## src/rtl/ram_arb_pkg.sv

```systemverilog
`default_nettype none
// ============================================================================
// Module   : ram_arb_pkg
// Purpose  : Shared types and constants for the two-port RAM arbiter.
// Revision : 1.0 - initial release
// ============================================================================
package ram_arb_pkg;

    // Default RAM geometry: 256 words of 8 bits
    localparam int DEF_ADDR_W = 8;
    localparam int DEF_DATA_W = 8;

    // Port indices as they appear on gnt_id / winner
    localparam logic P0 = 1'b0;
    localparam logic P1 = 1'b1;

    // Sequencer states: one sampling cycle, one RAM cycle, one ack cycle
    typedef enum logic [1:0] {
        IDLE   = 2'd0,
        ACCESS = 2'd1,
        RESP   = 2'd2
    } arb_state_t;

endpackage : ram_arb_pkg
`default_nettype wire

```

## src/rtl/rr_pick2.sv

```systemverilog
`default_nettype none
// ============================================================================
// Module   : rr_pick2
// Purpose  : Combinational two-way winner selection, round-robin or fixed
//            priority (port 0 first).
// Revision : 1.0 - initial release
// ============================================================================
module rr_pick2
    import ram_arb_pkg::*;
(
    input  logic [1:0] req,
    input  logic       last_grant,
    input  logic       fixed_prio,
    output logic       valid,
    output logic       winner
);

    // A tie goes to port 0 under fixed priority, otherwise to the port
    // that did not win last time; a lone request always wins.
    always_comb begin
        valid  = |req;
        winner = P0;
        if (req == 2'b11) begin
            winner = fixed_prio ? P0 : ~last_grant;
        end else if (req[1]) begin
            winner = P1;
        end
    end

endmodule : rr_pick2
`default_nettype wire

```

## src/rtl/ram_arbiter.sv

```systemverilog
`default_nettype none
// ============================================================================
// Module   : ram_arbiter
// Purpose  : Arbitrates two req/ack requesters onto a single-port RAM with
//            combinational read data. Each access takes IDLE -> ACCESS ->
//            RESP, with a one-cycle ack in RESP.
// Revision : 1.0 - initial release
// ============================================================================
module ram_arbiter
    import ram_arb_pkg::*;
#(
    parameter int ADDR_W     = DEF_ADDR_W,
    parameter int DATA_W     = DEF_DATA_W,
    parameter int FIXED_PRIO = 0
) (
    input  logic              clk,
    input  logic              rst,

    input  logic              req0,
    input  logic              we0,
    input  logic [ADDR_W-1:0] addr0,
    input  logic [DATA_W-1:0] wdata0,
    output logic              ack0,
    output logic [DATA_W-1:0] rdata0,

    input  logic              req1,
    input  logic              we1,
    input  logic [ADDR_W-1:0] addr1,
    input  logic [DATA_W-1:0] wdata1,
    output logic              ack1,
    output logic [DATA_W-1:0] rdata1,

    output logic              busy,
    output logic              gnt_id,

    output logic              ram_rw,
    output logic [ADDR_W-1:0] ram_addr,
    output logic [DATA_W-1:0] ram_wdata,
    input  logic [DATA_W-1:0] ram_rdata
);

    arb_state_t r_state;
    logic       r_we;
    logic       r_last_grant;
    logic       w_valid;
    logic       w_winner;

    rr_pick2 u_pick (
        .req        ({req1, req0}),
        .last_grant (r_last_grant),
        .fixed_prio (FIXED_PRIO != 0),
        .valid      (w_valid),
        .winner     (w_winner)
    );

    // Write strobe exists only in ACCESS; an async reset drops it at once
    // because the state register clears without waiting for a clock.
    assign ram_rw = (r_state == ACCESS) && r_we;

    // Sequencer: latch the winner's command, run one RAM cycle, then ack.
    always_ff @(posedge clk or posedge rst) begin
        if (rst) begin
            r_state      <= IDLE;
            r_we         <= 1'b0;
            r_last_grant <= P1;
            busy         <= 1'b0;
            gnt_id       <= 1'b0;
            ack0         <= 1'b0;
            ack1         <= 1'b0;
            ram_addr     <= '0;
            ram_wdata    <= '0;
            rdata0       <= '0;
            rdata1       <= '0;
        end else begin
            ack0 <= 1'b0;
            ack1 <= 1'b0;
            case (r_state)
                IDLE: begin
                    if (w_valid) begin
                        r_state      <= ACCESS;
                        busy         <= 1'b1;
                        gnt_id       <= w_winner;
                        r_last_grant <= w_winner;
                        r_we         <= (w_winner == P1) ? we1    : we0;
                        ram_addr     <= (w_winner == P1) ? addr1  : addr0;
                        ram_wdata    <= (w_winner == P1) ? wdata1 : wdata0;
                    end
                end
                ACCESS: begin
                    r_state <= RESP;
                    if (!r_we) begin
                        if (gnt_id == P1) begin
                            rdata1 <= ram_rdata;
                        end else begin
                            rdata0 <= ram_rdata;
                        end
                    end
                    ack0 <= (gnt_id == P0);
                    ack1 <= (gnt_id == P1);
                end
                RESP: begin
                    r_state <= IDLE;
                    busy    <= 1'b0;
                end
                default: begin
                    r_state <= IDLE;
                    busy    <= 1'b0;
                end
            endcase
        end
    end

endmodule : ram_arbiter
`default_nettype wire

```

## config.mk

```make
export PLATFORM = sky130hd
export DESIGN_NAME = ram_arbiter
export DESIGN_NICKNAME = d
export VERILOG_FILES = /design/src/rtl/ram_arb_pkg.sv /design/src/rtl/rr_pick2.sv /design/src/rtl/ram_arbiter.sv
export SDC_FILE = /design/constraint.sdc
export NUM_CORES = 1
export LEC_CHECK = 0
export ABC_CLOCK_PERIOD_IN_PS = 1780
export CORE_ASPECT_RATIO = 0.8
export CORE_MARGIN = 8
export CORE_UTILIZATION = 35
export CTS_CLUSTER_SIZE = 16
export DETAILED_ROUTE_END_ITERATION = 8
export DONT_BUFFER_PORTS = 1
export GPL_TIMING_DRIVEN = 0
export PLACE_DENSITY_LB_ADDON = 0.2
export RECOVER_POWER = 25
export REMOVE_ABC_BUFFERS = 1
export SLEW_MARGIN = 10
export SYNTH_ARGS = -nofsm -noshare
export SYNTH_HDL_FRONTEND = slang
export SYNTH_SLANG_ARGS = --single-unit
```

## constraint.sdc

```tcl
create_clock -name clk -period 1.78 [get_ports clk]
set_input_delay 0.178 -clock clk [delete_from_list [all_inputs] [get_ports clk]]
set_output_delay 0.178 -clock clk [all_outputs]
set_load 0.05 [all_outputs]
```

* Word-level counts from Yosys, hierarchy flattened
Cells that the tools add are included.
** Storage, ports and cells
- Bits in registers :: 40
** Cells by class
- Bitwise logic cells :: 4
- Equal/unequal tests :: 3
- Reduce and logical (&&, ||, !) cells :: 7
- Multiplexer cells :: 11
** Operators with widths (count)
- $mux 8 :: 2
- $mux 1 :: 6
- $reduce_and 3->1 :: 2
- $not 1->1 :: 4
- $pmux 2 s2 :: 1
- $reduce_and 2->1 :: 2
- $eq 2x1->1 const B :: 1
- $eq 2x2->1 const B :: 1
- $logic_not 2->1 :: 1
- $mux 2 :: 1
- $ne 2x1->1 const B :: 1
- $pmux 1 s2 :: 1
- $reduce_or 2->1 :: 1
- $logic_and 1x1->1 :: 1

* Longest topological paths before layout
Gate-level depths: netlist of the first run.
- Depth in word-level cells :: 3
- Depth in mapped cells :: 5

* Hierarchy
A second synthesis of the first run with hierarchy kept.
** Unflattened totals
- Cell total of the unflattened synthesis :: 111
- Area, all modules :: 1725.4 µm²
** Modules (own cells, without submodules)
- ram_arbiter :: seq. area each 1002.2 µm², cells an instance 108, instances 1, area each 1707.9 µm²
- rr_pick2 :: seq. area each 0.0 µm², cells an instance 3, instances 1, area each 17.5 µm²

* Worst setup path before layout of the first run
No wires, ideal clock.
- Kind :: register to register
- Start point :: register gnt_id
- End point :: register rdata1[0]
- Cell stages (with the launch flop) :: 3
- Path buffers :: 0
- Data arrival time :: 1559 ps
- Path slack :: 96 ps
- Setup time :: 125 ps
- Cell sequence :: dfrtp_1 > nor3b_2 > mux2_2
** Between the ends
- Cells in the longest elaborated chain, start to end :: 1
** RTL lines
- start, declared :: line ram_arbiter.sv:34 : output logic gnt_id,
- start signal, assigned :: line ram_arbiter.sv:82 : gnt_id <= w_winner;
- $reduce_and 3->1 (no source line)
- end signal, assigned :: line ram_arbiter.sv:93 : rdata1 <= ram_rdata;
- end, declared :: line ram_arbiter.sv:31 : output logic [DATA_W-1:0] rdata1,
No other way between the ends.
A chain may end at the register's enable or synchronous reset.

* Worst setup path after layout of the first run
- Start point :: register r_state[1]
- End point :: register rdata1[4]
** Between the ends
- Cells in the longest elaborated chain, start to end :: 2
** RTL lines
- start, declared :: line ram_arbiter.sv:42 : arb_state_t r_state;
- start signal, assigned :: line ram_arbiter.sv:63 : r_state <= IDLE;
- start signal, assigned :: line ram_arbiter.sv:80 : r_state <= ACCESS;
- start signal, assigned :: line ram_arbiter.sv:90 : r_state <= RESP;
- $eq 2x1->1 :: line ram_arbiter.sv:77 : case (r_state)
- $reduce_and 3->1 (no source line)
No other way between the ends.

==> flow_summary.ini, run 1 <==
[worst_setup_path]
cpMaxStageDelayCell = nor3b_4
cp.required_ps = 1950
cp-end-kind = flop
path_cells = nand2b_1 > nor3b_4 > mux2_2
cp_max_fo = 8
cp.arrival_ps = 1840
path_class = flop to flop
reg2reg_to = rdata1[4]
rr_worst_depth = 3
path_depth = 3
cp_top_family = simple AND/OR/NAND/NOR gates
crit_path_start_kind = flop
max_stage_delay_ps = 490
rrSetupSlack_ps = 110
path_buf_inv = 0
r2r_start = r_state[1]

[sta]
slew_headroom = 0.449
tightest_slew_ps = 826
hold_violations = 0
fmax_mhz = 600
fin_tns_setup_ps = 0
slew_violations = 0
rsz0062_at_grt = false
worst_clock_skew_ps = 5.66
setup_viol = 0
post-route-min-period_ps = 1670
finalCritPeriodShare = 0.936

[route]
viasPerCell = 4.98
routed_wirelength_um = 3600
vias = 902
detail_route.wl_per_cell_um = 19.9
drt-initial-drc-count = 28
drt-pass1-iter-count = 2
drcViolationCount = 0
antenna_left = 0

[placement]
routabilityCongestion = 0.678
portBuffers = 0
place_area_um2 = 1800
dpl.hpwl_um = 2710

[grt]
grt_antenna_before_repair = 0
grt_max_degree = 41
grt_pass1_wl_um = 5640
first_global_vias = 1065
grt_use_total = 0.0965
grt_overflow_total = 0

[synth]
synth_cells = 112
synth_cell_type_count = 20
synth_common_cells = mux2_2 (41), dfrtp_1 (39), mux2_4 (9)
synthTopCellsByArea = dfrtp_1 (56%), mux2_2 (26%), mux2_4 (7.7%)
synth_most_common_cell = mux2_2
synth_area_um2 = 1750
synth_top_area_cell = dfrtp_1
ys_warn_count = 0
async_flop_share = 1.00
synth_enable_flop_cells = 0
ys.flop_type = dfrtp_1
syn-mean-instance-area_um2 = 15.6
synth_top_cell_area_share = 0.559
ys_ff_latch = 40
seq_area_frac_synth = 0.574

[clock_network]
cts_setup_buffers = 0
clockRootBuffer = clkbuf_8
clkTransAtPathRegs_ps = 80
cts_tree = done
numCtsBuffers = 5
cts_max_level = 2
clk_latency_ps = 280
clockBufferDepth = 2
cts_sinks = 40

[finish]
stdcell_area_um2 = 1930
post-route-util = 0.393
fillers = 460
drive_gt1_frac = 0.555
fin_nets = 164
diodes = 0
syn2layout_area_growth_pct = 10.7

[hold_path]
hold_path_class = primary input to flop
min_path_cells = 1
worstHoldStart = ram_rdata[2]
hold_end = rdata1[2]

[floorplan]
core_um2 = 4920
die_area_um2 = 7520
fp.dieH_um = 79.2
rows = 23
io_pins = 83
die_w_um = 95.0
initial_core_util = 0.355

[run_status]
status = finished, final reports clean

[run]
drv_cap = 0
## stage by stage
step,hold slack [ps],setup WS (ps),std cells
floorplan,248,-331,108
global placement,256,-931,170
detailed placement,254,-250,171
CTS,24.2,38.9,181
global route,15.0,34.3,181
finish,37.3,114,181
## timing repair
action                                  CTS  global route
gates resized for setup                   5             1
hold buffers                              2             0
endpoints found under the setup margin   33             1
hold endpoints to repair                 40             0
## kinds of logic (layout without fill, tap and decap cells)
family / Yosys count / after routing / synth area share
DFF: 40 / 40 / 0.574
and+or+nand+nor: 8 / 8 / 0.0308
buffers and inverters: 8 / 15 / 0.0315
AOI/OAI and AO/OA: 6 / 6 / 0.0222
muxes: 50 / 50 / 0.342
## placed cells by master, fill, tap and decap left out
cell type,n
mux2_2,41
dfrtp_1,38
mux2_4,9
clkbuf_8,6
inv_1,3
nor2_1,2
o21ai_0,2
clkinv_2,2
dlygate4sd3_1,2
nand2b_1,1
nor3_4,1
a21oi_1,1
a31oi_1,1
a21bo_4,1
nor3_1,1
a21o_1,1
nor3b_4,1
and2_2,1
and2_1,1
inv_2,1
dfrtp_2,1
buf_8,1
dfstp_2,1
## layout make-up
cell class,count,area (um^2),share of cell area
clock buffers,6,82.6,0.0427
multi-input cells,64,709,0.367
flip-flops and latches,40,1000,0.519
well taps,62,77.6,0.0401
inverters,4,15.0,0.00777
repair buffers,3,35.0,0.0181
clock inverters,2,10.0,0.00518
## sequential cells by signal, summed over array words and instances (netlist names), 2 cells and up
| register | cells |
|---|---|
| ram_addr | 8 |
| ram_wdata | 8 |
| rdata0 | 8 |
| rdata1 | 8 |
| r_state | 2 |
## worst max-delay path by stage
stage	endpoint	start
after floorplan	r_we	req1
after detailed placement	ram_addr[5]	r_last_grant
after global routing	rdata1[5]	r_state[1]
after global placement	ram_addr[3]	req1
final	rdata1[4]	r_state[1]
after CTS	ram_rw	r_state[1]
## worst reg2reg max path, cell delays in order, from the launching register on
cell      delay [ps]
dfrtp_1          400
nand2b_1         260
nor3b_4          490
mux2_2           400
## routing by layer
layer / track usage / vias to the layer above / share of wire
li1: - / 405 / -
met2: 0.165 / 33 / 0.55
met1: 0.100 / 457 / 0.36
met5: 0 / - / 0
met3: 0.0395 / 7 / 0.074
met4: 0.0482 / 0 / 0.018
Power of run 1 is left out: the tool's default activity adds up to more than one toggle a clock period on the data nets, which glitch-free logic cannot reach.
==> inputs of run 2 (changes only) <==
GPL_TIMING_DRIVEN = default   (was 0)
==> flow_summary.ini, run 2 (synthesis gave the netlist of run 1 again) <==
[run_status]
status = finished, final reports clean

[finish]
multi_input_area_um2 = 693
post-route-util = 0.397
fin_nets = 169
final_common_cell = mux2_2
seq_area_um2 = 1000
syn2layout_area_growth_pct = 11.9
diodes = 0
layout_common_cells = mux2_2 (41), dfrtp_1 (39), mux2_4 (9)
drive_gt1_frac = 0.540
fillers = 448

[clock_network]
clockRootBuffer = clkbuf_8
cts_sinks = 40
clockBufferDepth = 2
clkTransAtPathRegs_ps = 80
cts_setup_buffers = 0
cts_tree = done
cts_max_level = 2
numCtsBuffers = 5
clk_latency_ps = 280

[route]
drcViolationCount = 0
antenna_left = 0
drt-pass1-iter-count = 2
drt-initial-drc-count = 38
routed_wirelength_um = 3630
vias = 905
viasPerCell = 4.87
detail_route.wl_per_cell_um = 19.5

[grt]
grt_overflow_total = 0
grt_pass1_wl_um = 5740
grt_max_degree = 21
grt_antenna_before_repair = 0
first_global_vias = 1068
grt_use_total = 0.0987

[worst_setup_path]
path_cells = nand2b_1 > inv_1 > and2_1
max_stage_delay_ps = 460
crit_path_start_kind = flop
path_class = flop to primary output
cpMaxStageDelayCell = and2_1
cp-end-kind = primary output
cp.required_ps = 1600
cp_max_fo = 4
rr_worst_depth = 4
cp.arrival_ps = 1500

[sta]
slew_headroom = 0.369
fmax_mhz = 597
post-route-min-period_ps = 1670
finalCritPeriodShare = 0.941
rsz0062_at_grt = false
worst_clock_skew_ps = 5.46
hold_violations = 0
tightest_slew_ps = 947
slew_violations = 0
fin_tns_setup_ps = 0
setup_viol = 0

[floorplan]
core_um2 = 4920
fp.dieH_um = 79.2
die_w_um = 95.0
rows = 23
die_area_um2 = 7520
initial_core_util = 0.355
io_pins = 83

[run]
drv_cap = 0

[hold_path]
min_path_cells = 1
hold_path_class = primary input to flop

[placement]
routabilityCongestion = 0.675
portBuffers = 0
dpl.hpwl_um = 2840
==> run 2: routing by layer <==
layer / track usage / vias up / wire length [um]
li1: - / 412 / -
met1: 0.112 / 452 / 1370
met2: 0.154 / 33 / 1880
met3: 0.0405 / 8 / 269
met4: 0.0575 / 0 / 109
met5: 0 / - / 0
==> run 2: area by class of cell <==
type,count,share of cell area
inverter,4,0.00768
multi-input combinational,64,0.355
tap,62,0.0397
sequential,40,0.513
timing repair buffer,8,0.0378
clock buffer,6,0.0423
clock inverter,2,0.00512
==> run 2: metrics by stage <==
stage               cell area (um^2)  hold slack, ps  cells  setup WS (ps)
floorplan                       1710             248    108           -331
global placement                1850             240    176            226
detailed placement              1850             254    176            202
CTS                             1960            29.3    186           87.5
global route                    1950            24.9    186           4.04
finish                          1950            40.5    186            106
==> run 2: critical path, delay by kind of cell, from the launching register on <==
kind	cells	cell delay (ps)
simple gates	2	680
buf+inv	1	110
flops	1	420
==> run 2: worst paths after layout <==
kind / endpoint / slack (ps) / startpoint
min in group asynchronous: ram_addr[0] / 460 / rst
worst min register to register: r_last_grant / 530 / r_last_grant
worst min-delay path: rdata1[2] / 40 / ram_rdata[2]
worst max-delay path: ram_rw / 110 / r_state[1]
max in group asynchronous: rdata1[0] / 640 / rst
worst max register to register: ram_addr[0] / 190 / r_last_grant
==> run 2: repair_timing <==
item / 4_1_cts / 5_1_grt
hold endpoints to repair: 17 / 0
hold buffers: 2 / 0
gates resized for setup: 0 / 0
Power of run 2 is left out for the same reason.
